### config.mk
export PLATFORM = sky130hd
export DESIGN_NAME = reg_wb_arbiter_flat
export DESIGN_NICKNAME = d
export VERILOG_FILES = /design/src/rtl/reg_wb_arbiter_pkg.sv /design/src/rtl/reg_wb_arbiter_if.sv /design/src/rtl/reg_wb_arbiter_scoreboard.sv /design/src/rtl/reg_wb_arbiter.sv /design/src/flat_wrapper.sv
export SDC_FILE = /design/constraint.sdc
export NUM_CORES = 1
export LEC_CHECK = 0
export ABC_AREA = 1
export CAP_MARGIN = 20
export CORE_ASPECT_RATIO = 1.5
export CORE_UTILIZATION = 49
export DETAILED_ROUTE_END_ITERATION = 16
export PLACE_DENSITY = 0.84
export SYNTH_ARGS = -nofsm -noshare
export SYNTH_HDL_FRONTEND = slang
export SYNTH_SLANG_ARGS = --single-unit
### constraint.sdc
create_clock -name clk -period 3.5 [get_ports clk]
set_input_delay 0.875 -clock clk [delete_from_list [all_inputs] [get_ports clk]]
set_output_delay 0.875 -clock clk [all_outputs]
set_load 0.1 [all_outputs]
### src/rtl/reg_wb_arbiter_pkg.sv
// Shared types and constants for the register-file write arbiter.
package pcpu;

  typedef enum logic [1:0] {
    IDLE  = 2'd0,
    HOLD  = 2'd1,
    FORCE = 2'd2
  } arb_state_t;

  localparam int STARVE_MAX_DEFAULT = 4;

endpackage

### src/rtl/reg_wb_arbiter_if.sv
// Bundle of pipeline writeback, MDU result, issue/decode and register-file write signals.
interface reg_wb_arbiter_if;

  logic        wb_valid;
  logic [4:0]  wb_addr;
  logic [31:0] wb_data;
  logic        wb_stall;

  logic        mdu_valid;
  logic        mdu_ready;
  logic [4:0]  mdu_addr;
  logic [31:0] mdu_data;

  logic        issue_valid;
  logic [4:0]  issue_addr;
  logic [4:0]  rs1_addr;
  logic [4:0]  rs2_addr;
  logic        hazard_stall;

  logic        rf_we;
  logic [4:0]  rf_waddr;
  logic [31:0] rf_wdata;

  modport slave (
    input  wb_valid, wb_addr, wb_data,
    input  mdu_valid, mdu_addr, mdu_data,
    input  issue_valid, issue_addr, rs1_addr, rs2_addr,
    output wb_stall, mdu_ready, hazard_stall,
    output rf_we, rf_waddr, rf_wdata
  );

  modport master (
    output wb_valid, wb_addr, wb_data,
    output mdu_valid, mdu_addr, mdu_data,
    output issue_valid, issue_addr, rs1_addr, rs2_addr,
    input  wb_stall, mdu_ready, hazard_stall,
    input  rf_we, rf_waddr, rf_wdata
  );

endinterface

### src/rtl/reg_wb_arbiter_scoreboard.sv
// Pending-destination scoreboard for in-flight MDU ops, with RAW/WAW hazard detection.
module reg_scoreboard (
  input  logic       clk,
  input  logic       rst,
  input  logic       issue_valid,
  input  logic [4:0] issue_addr,
  input  logic       clr_valid,
  input  logic [4:0] clr_addr,
  input  logic [4:0] rs1_addr,
  input  logic [4:0] rs2_addr,
  output logic       hazard_stall
);

  logic [31:0] pending_reg;
  logic [31:0] pending_next;
  logic [31:0] set_vec;
  logic [31:0] clr_vec;

  // x0 is never tracked, so bit 0 stays clear for ever.
  generate
    for (genvar gi = 0; gi < 32; gi++) begin : g_decode
      assign set_vec[gi] = (gi != 0) && issue_valid && (issue_addr == 5'(gi));
      assign clr_vec[gi] = (gi != 0) && clr_valid && (clr_addr == 5'(gi));
    end
  endgenerate

  // A new issue to a register overrides a drain of the older result.
  assign pending_next = (pending_reg & ~clr_vec) | set_vec;

  always_ff @(posedge clk or posedge rst) begin
    if (rst) begin
      pending_reg <= '0;
    end else begin
      pending_reg <= pending_next;
    end
  end

  // Uses the registered view, so a register being cleared this cycle still stalls.
  assign hazard_stall = pending_reg[rs1_addr] || pending_reg[rs2_addr] ||
                        (issue_valid && pending_reg[issue_addr]);

endmodule

### src/rtl/reg_wb_arbiter.sv
// Shares the single register-file write port between pipeline writeback and a buffered MDU result.
module reg_wb_arbiter
  import pcpu::*;
#(
  parameter int STARVE_MAX = STARVE_MAX_DEFAULT
) (
  input logic             clk,
  input logic             rst,
  reg_wb_arbiter_if.slave bus
);

  localparam int CNT_W = $clog2(STARVE_MAX + 1);
  localparam logic [CNT_W-1:0] CNT_MAX = CNT_W'(STARVE_MAX);

  arb_state_t       state_reg, state_next;
  logic [CNT_W-1:0] starve_cnt_reg, starve_cnt_next;
  logic             buf_valid_reg;
  logic [4:0]       buf_addr_reg;
  logic [31:0]      buf_data_reg;

  logic wb_claim;
  logic accept;
  logic sel_wb;
  logic sel_buf;
  logic wb_stall_c;
  logic hazard_stall;

  assign wb_claim = bus.wb_valid && (bus.wb_addr != 5'd0);
  assign accept   = bus.mdu_valid && !buf_valid_reg;

  always_ff @(posedge clk or posedge rst) begin
    if (rst) begin
      state_reg      <= IDLE;
      starve_cnt_reg <= '0;
    end else begin
      state_reg      <= state_next;
      starve_cnt_reg <= starve_cnt_next;
    end
  end

  always_comb begin
    state_next      = state_reg;
    starve_cnt_next = starve_cnt_reg;
    sel_wb          = 1'b0;
    sel_buf         = 1'b0;
    wb_stall_c      = 1'b0;
    case (state_reg)
      IDLE: begin
        sel_wb = wb_claim;
        if (accept) begin
          state_next      = HOLD;
          starve_cnt_next = '0;
        end
      end
      HOLD: begin
        if (wb_claim) begin
          sel_wb = 1'b1;
          if (starve_cnt_reg != CNT_MAX) begin
            starve_cnt_next = starve_cnt_reg + 1'b1;
          end
          if (starve_cnt_next == CNT_MAX) begin
            state_next = FORCE;
          end
        end else begin
          sel_buf         = 1'b1;
          starve_cnt_next = '0;
          state_next      = IDLE;
        end
      end
      FORCE: begin
        wb_stall_c      = 1'b1;
        sel_buf         = 1'b1;
        starve_cnt_next = '0;
        state_next      = IDLE;
      end
      default: begin
        state_next      = IDLE;
        starve_cnt_next = '0;
      end
    endcase
  end

  // Buffer contents are only meaningful while buf_valid_reg is set.
  always_ff @(posedge clk or posedge rst) begin
    if (rst) begin
      buf_valid_reg <= 1'b0;
      buf_addr_reg  <= '0;
      buf_data_reg  <= '0;
    end else if (accept) begin
      buf_valid_reg <= 1'b1;
      buf_addr_reg  <= bus.mdu_addr;
      buf_data_reg  <= bus.mdu_data;
    end else if (sel_buf) begin
      buf_valid_reg <= 1'b0;
    end
  end

  // Write enable is masked during reset so a held WB request cannot leak a write.
  assign bus.rf_we     = !rst && (sel_wb || (sel_buf && (buf_addr_reg != 5'd0)));
  assign bus.rf_waddr  = sel_buf ? buf_addr_reg : bus.wb_addr;
  assign bus.rf_wdata  = sel_buf ? buf_data_reg : bus.wb_data;
  assign bus.wb_stall  = wb_stall_c;
  assign bus.mdu_ready = !buf_valid_reg;

  reg_scoreboard u_scoreboard (
    .clk          (clk),
    .rst          (rst),
    .issue_valid  (bus.issue_valid),
    .issue_addr   (bus.issue_addr),
    .clr_valid    (sel_buf),
    .clr_addr     (buf_addr_reg),
    .rs1_addr     (bus.rs1_addr),
    .rs2_addr     (bus.rs2_addr),
    .hazard_stall (hazard_stall)
  );

  assign bus.hazard_stall = hazard_stall;

endmodule

### src/flat_wrapper.sv
// flat-port wrapper written by rule: the top's interface ports become plain ports
module reg_wb_arbiter_flat import pcpu::*;
#(
  parameter int STARVE_MAX = STARVE_MAX_DEFAULT
)
  (clk, rst, bus_wb_valid, bus_wb_addr, bus_wb_data, bus_mdu_valid, bus_mdu_addr, bus_mdu_data, bus_issue_valid, bus_issue_addr, bus_rs1_addr, bus_rs2_addr, bus_wb_stall, bus_mdu_ready, bus_hazard_stall, bus_rf_we, bus_rf_waddr, bus_rf_wdata);
  reg_wb_arbiter_if bus_i ();
  input logic clk;
  input logic rst;
  input wire logic [$bits(bus_i.wb_valid)-1:0] bus_wb_valid;
  input wire logic [$bits(bus_i.wb_addr)-1:0] bus_wb_addr;
  input wire logic [$bits(bus_i.wb_data)-1:0] bus_wb_data;
  input wire logic [$bits(bus_i.mdu_valid)-1:0] bus_mdu_valid;
  input wire logic [$bits(bus_i.mdu_addr)-1:0] bus_mdu_addr;
  input wire logic [$bits(bus_i.mdu_data)-1:0] bus_mdu_data;
  input wire logic [$bits(bus_i.issue_valid)-1:0] bus_issue_valid;
  input wire logic [$bits(bus_i.issue_addr)-1:0] bus_issue_addr;
  input wire logic [$bits(bus_i.rs1_addr)-1:0] bus_rs1_addr;
  input wire logic [$bits(bus_i.rs2_addr)-1:0] bus_rs2_addr;
  output wire logic [$bits(bus_i.wb_stall)-1:0] bus_wb_stall;
  output wire logic [$bits(bus_i.mdu_ready)-1:0] bus_mdu_ready;
  output wire logic [$bits(bus_i.hazard_stall)-1:0] bus_hazard_stall;
  output wire logic [$bits(bus_i.rf_we)-1:0] bus_rf_we;
  output wire logic [$bits(bus_i.rf_waddr)-1:0] bus_rf_waddr;
  output wire logic [$bits(bus_i.rf_wdata)-1:0] bus_rf_wdata;
  assign bus_i.wb_valid = bus_wb_valid;
  assign bus_i.wb_addr = bus_wb_addr;
  assign bus_i.wb_data = bus_wb_data;
  assign bus_i.mdu_valid = bus_mdu_valid;
  assign bus_i.mdu_addr = bus_mdu_addr;
  assign bus_i.mdu_data = bus_mdu_data;
  assign bus_i.issue_valid = bus_issue_valid;
  assign bus_i.issue_addr = bus_issue_addr;
  assign bus_i.rs1_addr = bus_rs1_addr;
  assign bus_i.rs2_addr = bus_rs2_addr;
  assign bus_wb_stall = bus_i.wb_stall;
  assign bus_mdu_ready = bus_i.mdu_ready;
  assign bus_hazard_stall = bus_i.hazard_stall;
  assign bus_rf_we = bus_i.rf_we;
  assign bus_rf_waddr = bus_i.rf_waddr;
  assign bus_rf_wdata = bus_i.rf_wdata;
  reg_wb_arbiter #(.STARVE_MAX(STARVE_MAX)) u_core (.clk(clk), .rst(rst), .bus(bus_i));
endmodule
==> metrics.txt, run 1 <==
outcome finished, violations left; failing checks negative setup slack; Leakage 3.831 nW; DR WL/cell 20.77 um; part of the Yosys area used for sequential elements 0.3822; Design Area, Final about 0.0077 mm2; Rows 44; DR vias/cell 5.919; total track usage 0.3962; Final setup viols 1; total CTS buffers 9; crit start category input pin; clock skew 0.008285 ns; CTS tree done; Post-Syn Area approximately 0.0048 mm2; CP arrival 3.77 ns; final max-slew violation count 0; CTS Sinks 74; max FFs per register 32; Finished Core Util 0.7943; Crit path required time 3.74 ns; DRC Markers 0; synth warn 0; RR Startpoint u_core.state_reg[1]; synthesized instance count 739; Setup WS post-layout -0.02296 ns; Detail Route Antenna Nets 0; DP HPWL 12710 um; CTS HTree Levels 3; Detailed Routing Iterations Pass 1 7; Slew @ Worst Pin ~0.7 ns; DRT iter0 DRCs 725; cell accounting for the most synthesized area dfrtp_1; vias in the first global route 6218; Critical Path Sink Type register; gr ovfl total 0; Setup Crit Path Kind input pin to register; Final TNS setup -0.02296 ns; P&R area growth vs syn 57.95%; clock buffer depth 2; diodes inserted 0; Clk pin slew, worst setup/hold paths 0.06 ns; worst hold-check path type register to register; setup slack, reg-to-reg 0.97 ns; Final GP Congestion 0.9326; Root Driver clkbuf_16; initial antenna violation count 0; Routed WL 21190 um; Die Ht 123.8 um; Initial Utilization 0.5029; layout net count 999; Critical Path Slowest Stage Cell clkdlybuf4s50_1; flops & latches, synth 74; syn nets 838; minimum hold slack 0.4951 ns; CP cell instances clkdlybuf4s50_1, nand2_2, buf_4, buf_4, buf_4, buf_4, buf_4, buf_4, buf_4, buf_4, buf_4, buf_4, buf_4, buf_4, buf_4, buf_4, nor2_4, nand3_4, o31ai_4; FMAX 0.2839 GHz; first-pass GRT wire length about 31000 um; DP Area 0.006977 mm2; CP dominant cell by count buf_4; max incr delay on CP 0.49 ns; Max Cap Viol 0; die width between 80 and 90 um; Distinct cells, synth 29; Hold Path Origin u_core.buf_valid_reg; die area a little over 0.01 mm2; Synth top area share 0.3822; clk_lat worst skew 0.34 ns; core area 0.009634 mm2; Worst slew margin 0.5463; CP max FO 3; Final Hold Viols 0; largest net degree at the start of global routing 47; share of cells above drive strength 1 0.1823; Syn Area/Cell 6.556 um2; WP buf/inv 15; min Tclk post-route 3.523 ns; final period utilization 1.007; CP delay by family, top buffers and inverters; Crit. Startpoint bus_wb_valid; Synth area leaders dfrtp_1 (38%), nand2_1 (22%), nand3_1 (8.0%); Vias around 6000; hold buffer count at CTS 0; P per Cell Area 884.5 mW/mm2; num ports about 140; PortBufs 134; VDD IR max 0.8163 mV
final timing paths:
path | to | cells past startpoint
setup / recovery | u_core.state_reg[1] | 19
hold / removal | u_core.buf_valid_reg | 2
setup reg to reg | u_core.u_scoreboard.pending_reg[10] | 9
hold reg to reg | u_core.buf_valid_reg | 2
max in group asynchronous | u_core.u_scoreboard.pending_reg[14] | 3
min in group asynchronous | u_core.buf_data_reg[14] | 2
worst register-to-register path, cell delays in order (launching register included):
cell and delay, ns:
dfrtp_1 0.42, inv_1 0.11, ha_1 0.74, nand2_8 0.23, buf_4 0.26, nor2_8 0.12
buf_4 0.23, nand2_1 0.10, nand2_1 0.10, nand2_1 0.10
synth_stat cells:
| master | count |
|---|---|
| nand2_1 | 283 |
| nor2_1 | 84 |
| inv_1 | 82 |
| nand3_1 | 77 |
| dfrtp_1 | 74 |
| o21ai_0 | 29 |
| a21oi_1 | 28 |
| buf_2 | 15 |
| mux2_2 | 13 |
| clkbuf_1 | 11 |
| o21ai_1 | 7 |
| nand4_1 | 6 |
| buf_6 | 5 |
| ha_1 | 5 |
| o21ai_2 | 5 |
| o22ai_1 | 2 |
| a21oi_2 | 1 |
| a31oi_1 | 1 |
| buf_4 | 1 |
| inv_2 | 1 |
| nand2_4 | 1 |
| nor2_4 | 1 |
| nor2_8 | 1 |
| o211ai_1 | 1 |
| o21bai_4 | 1 |
| o31ai_1 | 1 |
| or2_2 | 1 |
| xnor2_1 | 1 |
| xor2_1 | 1 |
per-stage QoR:
| stage | setup WS (ns) | cells | total power, mW |
|---|---|---|---|
| after floorplan | -0.1852 | 739 | 4.004 |
| after global placement | -0.09925 | 984 | 5.186 |
| after detailed placement | -0.1151 | 984 | 5.293 |
| after CTS | 0.005532 | 1017 | 6.482 |
| after global routing | -0.06376 | 1020 | 7.021 |
| final | -0.02296 | 1020 | 6.769 |
routing by layer:
metal | vias up | GRT usage | routed length (um)
li1 | 2625 | - | -
met1 | 2811 | 0.3809 | 6751
met2 | 438 | 0.7316 | 11180
met3 | 163 | 0.08019 | 1513
met4 | 0 | 0.3276 | 1742
met5 | - | 0 | 0
final cells by class:
cell class | instances | area [um2]
multi-input combinational | 550 | 2783
timing repair buffer | 182 | 2242
fill | 591 | 1982
sequential | 74 | 1852
inverter | 83 | 311.5
clock buffer | 11 | 242.7
tap | 115 | 143.9
clock inverter | 5 | 77.57
power breakdown:
part           internal, mW  switching [mW]
logic                  1.39            2.73
registers              1.25           0.374
clock network         0.642           0.380
total                  3.29            3.48
logic make-up after synthesis:
group | Yosys count | synth area share
compound gates | 76 | 0.08781
fa+ha+maj | 5 | 0.01291
buf+inv | 115 | 0.1015
flops | 74 | 0.3822
mux | 13 | 0.03022
simple gates | 454 | 0.3817
xor+xnor | 2 | 0.003616
layout by cell type (no fill, tap or decap), types with 2 or more instances in the layout:
master / Yosys / routed
inv_1: 82 / 78
inv_2: 1 / 5
nand3_1: 77 / 75
o21ai_0: 29 / 18
o21ai_2: 5 / 6
dfrtp_1: 74 / 74
buf_4: 1 / 37
clkbuf_16: 0 / 10
bufinv_16: 0 / 2
buf_16: 0 / 4
nor2_1: 84 / 80
nand4_1: 6 / 6
o22ai_1: 2 / 2
buf_6: 5 / 4
nand2_1: 283 / 277
clkdlybuf4s50_1: 0 / 82
clkinv_2: 0 / 2
mux2_2: 13 / 13
nor2_2: 0 / 3
nand2_2: 0 / 5
dlygate4sd2_1: 0 / 6
a21oi_1: 28 / 27
buf_12: 0 / 42
nor2_4: 1 / 2
o21ai_4: 0 / 17
dlymetal6s2s_1: 0 / 5
ha_1: 5 / 5
repair_timing:
action,CTS,global route
cloned,3,2
setup endpoints to repair,33,44
buffers inserted,15,1
pin swaps,3,3
resized for setup,26,19
hold endpoints to repair,0,0
(Power assumes the default switching activity.)
==> run 2: changes to the inputs <==
CORE_MARGIN = 2   (was unset)
==> metrics.txt, run 2 (synthesis gave the netlist of run 1 again) <==
Finished Layout Cells 1015 (was 1020); Max Cap Viol 0 (unchanged); Worst slew margin 0.4797 (was 0.5463); Hold Path End u_core.u_scoreboard.pending_reg[3] (was u_core.buf_valid_reg); Die Ht 125.8 um (was 123.8 um); FMAX 0.2886 GHz (was 0.2839 GHz); Critical Path Slowest Stage Cell dlygate4sd2_1 (was clkdlybuf4s50_1); Hold Path Depth 2 (unchanged); Slew @ Worst Pin 0.7804 ns (was 0.6805 ns); Setup Crit Path Kind input pin to primary output (was input pin to register); worst hold-check path type register to register (unchanged); die area 0.01071 mm2 (was 0.01030 mm2); DP HPWL 13150 um (was 12710 um); final max-slew violation count 0 (unchanged); Vias 6056 (was 6037); CP max FO 6 (was 3); Rows 44 (unchanged); gr ovfl total 0 (unchanged); DRC Markers 0 (unchanged); PortBufs 134 (unchanged); layout net count 996 (was 999); Final setup viols 0 (was 1); CP arrival 2.59 ns (was 3.77 ns); clock skew 0.007881 ns (was 0.008285 ns); final period utilization 0.9900 (was 1.007); hold buffer count at CTS 0 (unchanged); worst r2r path cells 9 (unchanged); DP Worst Slack -0.05078 ns (was -0.1151 ns); vias in the first global route 6186 (was 6218); FF-to-FF End u_core.u_scoreboard.pending_reg[11] (was u_core.u_scoreboard.pending_reg[10]); initial antenna violation count 0 (unchanged); largest net degree at the start of global routing 41 (was 47); first-pass GRT wire length 31090 um (was 31220 um); Routed WL 21710 um (was 21190 um); max FFs per register 32 (unchanged); Leakage 3.823 nW (was 3.831 nW); core area 0.009634 mm2 (unchanged); P per Cell Area 885.3 mW/mm2 (was 884.5 mW/mm2); CTS HTree Levels 3 (unchanged); most frequent cells in the layout nand2_1 (276), clkdlybuf4s50_1 (82), nor2_1 (78) (was nand2_1 (277), clkdlybuf4s50_1 (82), nor2_1 (80)); Root Driver clkbuf_16 (unchanged); diodes inserted 0 (unchanged); WP buf/inv 5 (was 15); GRT met3 Usage 0.07339 (was 0.08019); GR Util met1 0.3768 (was 0.3809); DR WL/cell 21.39 um (was 20.77 um); VDD IR max 0.6978 mV (was 0.8163 mV); Clk pin slew, worst setup/hold paths 0.06 ns (about the same); Final Power 6.750 mW (was 6.769 mW); Detail Route Antenna Nets 0 (unchanged); Final TNS setup 0 ns (was -0.02296 ns); most common cell after layout, fill and taps aside nand2_1 (unchanged); num ports 135 (unchanged); clock buffer depth 2 (unchanged); CP cell instances dlygate4sd2_1, nor2_4, nand3_2, nand2_2, inv_2, o21bai_4, buf_6, nand2_8, buf_12, nand2_1, o21ai_4, buf_12 (was clkdlybuf4s50_1, nand2_2, buf_4, buf_4, buf_4, buf_4, buf_4, buf_4, buf_4, buf_4, buf_4, buf_4, buf_4, buf_4, buf_4, buf_4, nor2_4, nand3_4, o31ai_4); max incr delay on CP 0.27 ns (was 0.49 ns); DP Cell Count 989 (was 984); RR Startpoint u_core.state_reg[1] (unchanged); FILL cells 578 (was 591); Final Hold Viols 0 (unchanged); outcome finished, final reports clean (was finished, violations left); GRT met2 Usage 0.6847 (was 0.7316); CTS tree done (unchanged); Final GP Congestion 0.9527 (was 0.9326); share of cells above drive strength 1 0.1833 (was 0.1823); Crit path required time 2.62 ns (was 3.74 ns); Critical Path Sink Type primary output (was register); min Tclk post-route 3.465 ns (was 3.523 ns); Detailed Routing Iterations Pass 1 8 (was 7); P&R area growth vs syn 57.39% (was 57.95%); Setup WS post-layout 0.03484 ns (was -0.02296 ns); Hold Path Origin u_core.u_scoreboard.pending_reg[3] (was u_core.buf_valid_reg); clk_lat worst skew 0.35 ns (was 0.34 ns); crit start category input pin (unchanged); die width 85.19 um (was 83.19 um); CP dominant cell by count buf_12 (was buf_4); Finished Core Util 0.7914 (was 0.7943); Initial Utilization 0.5029 (unchanged); total CTS buffers 9 (unchanged); total track usage 0.3749 (was 0.3962); DR vias/cell 5.967 (was 5.919); gr busiest metal met2 (unchanged); setup slack, reg-to-reg 0.96 ns (was 0.97 ns); CTS Sinks 74 (unchanged); DRT iter0 DRCs 676 (was 725); CP delay by family, top buffers and inverters (unchanged)
## run 2: area by class of cell
cell class	instances	area, um2	area share
clock buffers	12	256.5	0.03364
clock inverters	2	37.54	0.004923
inverters	83	314.1	0.04119
multi-input cells	551	2805	0.3679
flip-flops and latches	74	1852	0.2429
well taps	115	143.9	0.01887
repair buffers	178	2216	0.2906
## run 2: per-layer routing
layer  routed length [um]  part of all wire
met2                11390              0.52
met1                 6987              0.32
met5                    0                 0
met4                 1751             0.081
met3                 1584             0.073
## run 2: through the flow
| stage | hold WS, ns | cell area [um2] |
|---|---|---|
| floorplan | 0.4412 | 5036 |
| global placement | 0.4642 | 7014 |
| detailed placement | 0.4688 | 7014 |
| CTS | 0.4834 | 7463 |
| global route | 0.4916 | 7625 |
| finish | 0.4890 | 7625 |
## run 2: tightest hold or removal path, cell delays in order (launching register included)
cell and delay, ns:
dfrtp_1 0.35, nand2_1 0.06, nand2_1 0.05
## run 2: how the worst max path moves through the flow
stage / endpoint / slack [ns] / from / cells past startpoint
4_1_cts: bus_hazard_stall / 0.006 / bus_rs1_addr[0] / 13
3_3_place_gp: bus_hazard_stall / -0.04 / bus_issue_addr[1] / 14
6_report: bus_rf_wdata[5] / 0.03 / bus_wb_addr[3] / 12
3_5_place_dp: bus_rf_wdata[1] / -0.05 / bus_wb_addr[2] / 11
5_1_grt: bus_rf_wdata[21] / -0.03 / bus_wb_addr[3] / 11
2_1_floorplan: bus_rf_waddr[0] / -0.19 / u_core.state_reg[0] / 6
## run 2: power breakdown
group	switching, mW	internal, mW
Sequential	0.370	1.25
Clock	0.381	0.584
Combinational	2.76	1.41
## run 2: what timing repair did
action                     4_1_cts  5_1_grt
cloned                           3        2
setup buffers                    5        2
hold endpoints to repair         0        0
pin swaps                        8        8
setup endpoints to repair       34       39
gates resized for setup         18       36
==> run 3: changes to the inputs <==
CORE_UTILIZATION = 24   (was 49)
PLACE_DENSITY = 0.49   (was 0.84)
SLEW_MARGIN = 20   (was unset)
SYNTH_HIERARCHICAL = 1   (was unset)
==> metrics.txt, run 3 <==
outcome finished, final reports clean (unchanged); Critical Path Slowest Stage Cell clkdlybuf4s50_1 (was dlygate4sd2_1); most frequent cell after synthesis nand2_1 (unchanged); Clk pin slew, worst setup/hold paths 0.06 ns (about the same); num ports 135 (unchanged); DR WL/cell 14.88 um (was 21.39 um); most common library cells after synthesis nand2_1 (298), o21ai_0 (79), inv_1 (75), dfrtp_1 (74), nand3_1 (53) (was nand2_1 (283), nor2_1 (84), inv_1 (82), nand3_1 (77), dfrtp_1 (74)); Die Ht 177.9 um (was 125.8 um); Rows 63 (was 44); part of the Yosys area used for sequential elements 0.3828 (was 0.3822); Setup Crit Path Kind input pin to primary output (unchanged); Finished Layout Cells 1138 (was 1015); core area 0.01979 mm2 (was 0.009634 mm2); setup slack, reg-to-reg 1.51 ns (was 0.96 ns); Final TNS setup 0 ns (unchanged); hold buffer count at CTS 0 (unchanged); max incr delay on CP 0.51 ns (was 0.27 ns); first-pass GRT wire length 26640 um (was 31090 um); die area 0.02133 mm2 (was 0.01071 mm2); DRT iter0 DRCs 291 (was 676); CTS tree done (unchanged); diodes inserted 0 (unchanged); die width 119.9 um (was 85.19 um); Final GP Congestion 0.8911 (was 0.9527); layout net count 972 (was 996); Vias 4935 (was 6056); total track usage 0.1603 (was 0.3749); clk_lat worst skew 0.33 ns (was 0.35 ns); VDD IR max 0.2588 mV (was 0.6978 mV); DP Worst Slack -0.006350 ns (was -0.05078 ns); clock buffer depth 2 (unchanged); Routed WL 16930 um (was 21710 um); CP delay by family, top buffers and inverters (unchanged); most common cell after layout, fill and taps aside nand2_1 (unchanged); CTS Sinks 74 (unchanged); worst hold-check path type register to register (unchanged); Hold Path Depth 2 (unchanged); CP max FO 3 (was 6); vias in the first global route 5178 (was 6186); CP cell instances clkdlybuf4s50_1, inv_1, nand2_2, inv_1, nand2_1, nor2_1, nor2_1, nand2_1, nor2_1, nor2_1, nor2_1, nand2_1, buf_12 (was dlygate4sd2_1, nor2_4, nand3_2, nand2_2, inv_2, o21bai_4, buf_6, nand2_8, buf_12, nand2_1, o21ai_4, buf_12); Crit path required time 2.62 ns (about the same); FMAX 0.2988 GHz (was 0.2886 GHz); clock skew 0.009378 ns (was 0.007881 ns); gr ovfl total 0 (unchanged); Final Hold Viols 0 (unchanged); Distinct cells, synth 27 (was 29); PortBufs 134 (unchanged); CP dominant cell by count nor2_1 (was buf_12); Detailed Routing Iterations Pass 1 4 (was 8); Critical Path Sink Type primary output (unchanged); DP HPWL 13190 um (was 13150 um); P per Cell Area 379.8 mW/mm2 (was 885.3 mW/mm2); FFs w/ async S/R, synth 1.000 (unchanged); DRC Markers 0 (unchanged); Max Cap Viol 0 (unchanged); total CTS buffers 9 (unchanged); synthesized instance count 725 (was 739); crit start category input pin (unchanged); synth warn 6 (was 0); Detail Route Antenna Nets 0 (unchanged); Setup WS post-layout 0.1531 ns (was 0.03484 ns); Slew @ Worst Pin 0.5372 ns (was 0.7804 ns); min Tclk post-route 3.347 ns (was 3.465 ns); cell accounting for the most synthesized area dfrtp_1 (unchanged); Initial Utilization 0.2445 (was 0.5029); final period utilization 0.9562 (was 0.9900); RSZ-0062 raised after global routing no; syn nets 824 (was 838); most frequent cells in the layout nand2_1 (297), clkdlybuf4s50_1 (89), o21ai_0 (79) (was nand2_1 (276), clkdlybuf4s50_1 (82), nor2_1 (78)); Final setup viols 0 (unchanged); Post-Syn Area 0.004837 mm2 (was 0.004845 mm2); Design Area, Final 0.007315 mm2 (was 0.007625 mm2); flops & latches, synth 74 (unchanged); EDFF count, synth 0 (unchanged); max FFs per register 32 (unchanged); Worst slew margin 0.6410 (was 0.4797); P&R area growth vs syn 51.22% (was 57.39%); final max-slew violation count 0 (unchanged); largest net degree at the start of global routing 54 (was 41); DP Cell Count 1117 (was 989); CP arrival 2.47 ns (was 2.59 ns); top_reg_cell synth dfrtp_1 (unchanged); WP buf/inv 4 (was 5); initial antenna violation count 0 (unchanged); DR vias/cell 4.337 (was 5.967); Leakage 3.677 nW (was 3.823 nW); Root Driver clkbuf_16 (unchanged); share of cells above drive strength 1 0.1720 (was 0.1833); DP Area 0.006907 mm2 (was 0.007014 mm2); Synth area leaders dfrtp_1 (38%), nand2_1 (23%), o21ai_0 (8.2%) (was dfrtp_1 (38%), nand2_1 (22%), nand3_1 (8.0%)); Synth top area share 0.3828 (was 0.3822); worst r2r path cells 7 (was 9); Stages on worst setup path 13 (was 12); CTS HTree Levels 3 (unchanged); Syn Area/Cell 6.672 um2 (was 6.556 um2)
-- run 3: cell count changes after synthesis, sizes merged, moves of 3 or more --
cell / change
a21oi: -24
buf: -6
mux2: -13
nand2: +50
nand3: -24
nand4: -3
nor2: -53
o21ai: +63
-- run 3: repair_timing --
| item | in CTS | in global routing |
|---|---|---|
| endpoints found under the setup margin | 1 | 29 |
| buffers inserted | 0 | 4 |
| pin swaps | 0 | 2 |
| gates cloned | 0 | 1 |
| resized for setup | 1 | 15 |
-- run 3: worst reg2reg max path: cells and delay by family (launching register included) --
| kind | cells | cell delay (ns) |
|---|---|---|
| AOI/OAI and AO/OA | 2 | 0.39 |
| adders and majority gates | 1 | 0.39 |
| buffers and inverters | 2 | 0.23 |
| DFF | 1 | 0.37 |
| and+or+nand+nor | 2 | 0.48 |
-- run 3: cells by family (layout without fill, tap and decap cells) --
family | count (synthesis) | count (layout) | share of synthesized area
AO/OA/AOI/OAI | 112 | 112 | 0.1293
buffers and inverters | 109 | 262 | 0.1055
AND/OR/NAND/NOR | 424 | 424 | 0.3676
XOR/XNOR | 1 | 1 | 0.001811
adder cells (fa/ha/maj) | 5 | 5 | 0.01293
flip-flops | 74 | 74 | 0.3828
-- run 3: path summary, 6_finish.rpt --
| kind | from | endpoint |
|---|---|---|
| worst max-delay path | bus_issue_addr[3] | bus_hazard_stall |
| worst min-delay path | u_core/buf_data_reg[4] | u_core/buf_data_reg[4] |
| worst max register to register | u_core/state_reg[0] | u_core/u_scoreboard/pending_reg[15] |
| worst min register to register | u_core/buf_data_reg[4] | u_core/buf_data_reg[4] |
| max in group asynchronous | rst | u_core/buf_data_reg[9] |
| min in group asynchronous | rst | u_core/buf_data_reg[31] |
-- run 3: power by group --
group          internal (mW)  leakage [nW]  switching [mW]
registers              0.935         0.866           0.106
logic                  0.325          2.66           0.469
clock network          0.577         0.151           0.365
-- run 3: cell type report --
cell class	count	area, um2
clock buffer	11	242.7
clock inverter	5	61.31
tap	260	325.3
timing repair buffer	163	2012
multi-input combinational	542	2494
fill	2096	12470
inverter	83	327.8
sequential	74	1852
-- run 3: per-stage QoR --
| stage | hold slack, ns | util | total power [mW] |
|---|---|---|---|
| after global placement | 0.4694 | 0.3491 | 1.844 |
| after CTS | 0.4880 | 0.3647 | 2.798 |
| final | 0.4838 | 0.3697 | 2.778 |
| after global routing | 0.5231 | 0.3697 | 2.920 |
| after detailed placement | 0.4699 | 0.3491 | 1.840 |
| after floorplan | 0.4492 | - | 1.463 |
-- run 3: layer usage --
layer  track usage  wire length [um]  vias to the layer above
met2        0.2843              8560                      156
met4       0.07108               573                        0
met5             0                 0                        -
met3       0.04659              1152                       35
met1        0.1760              6646                     2188
li1              -                 -                     2556
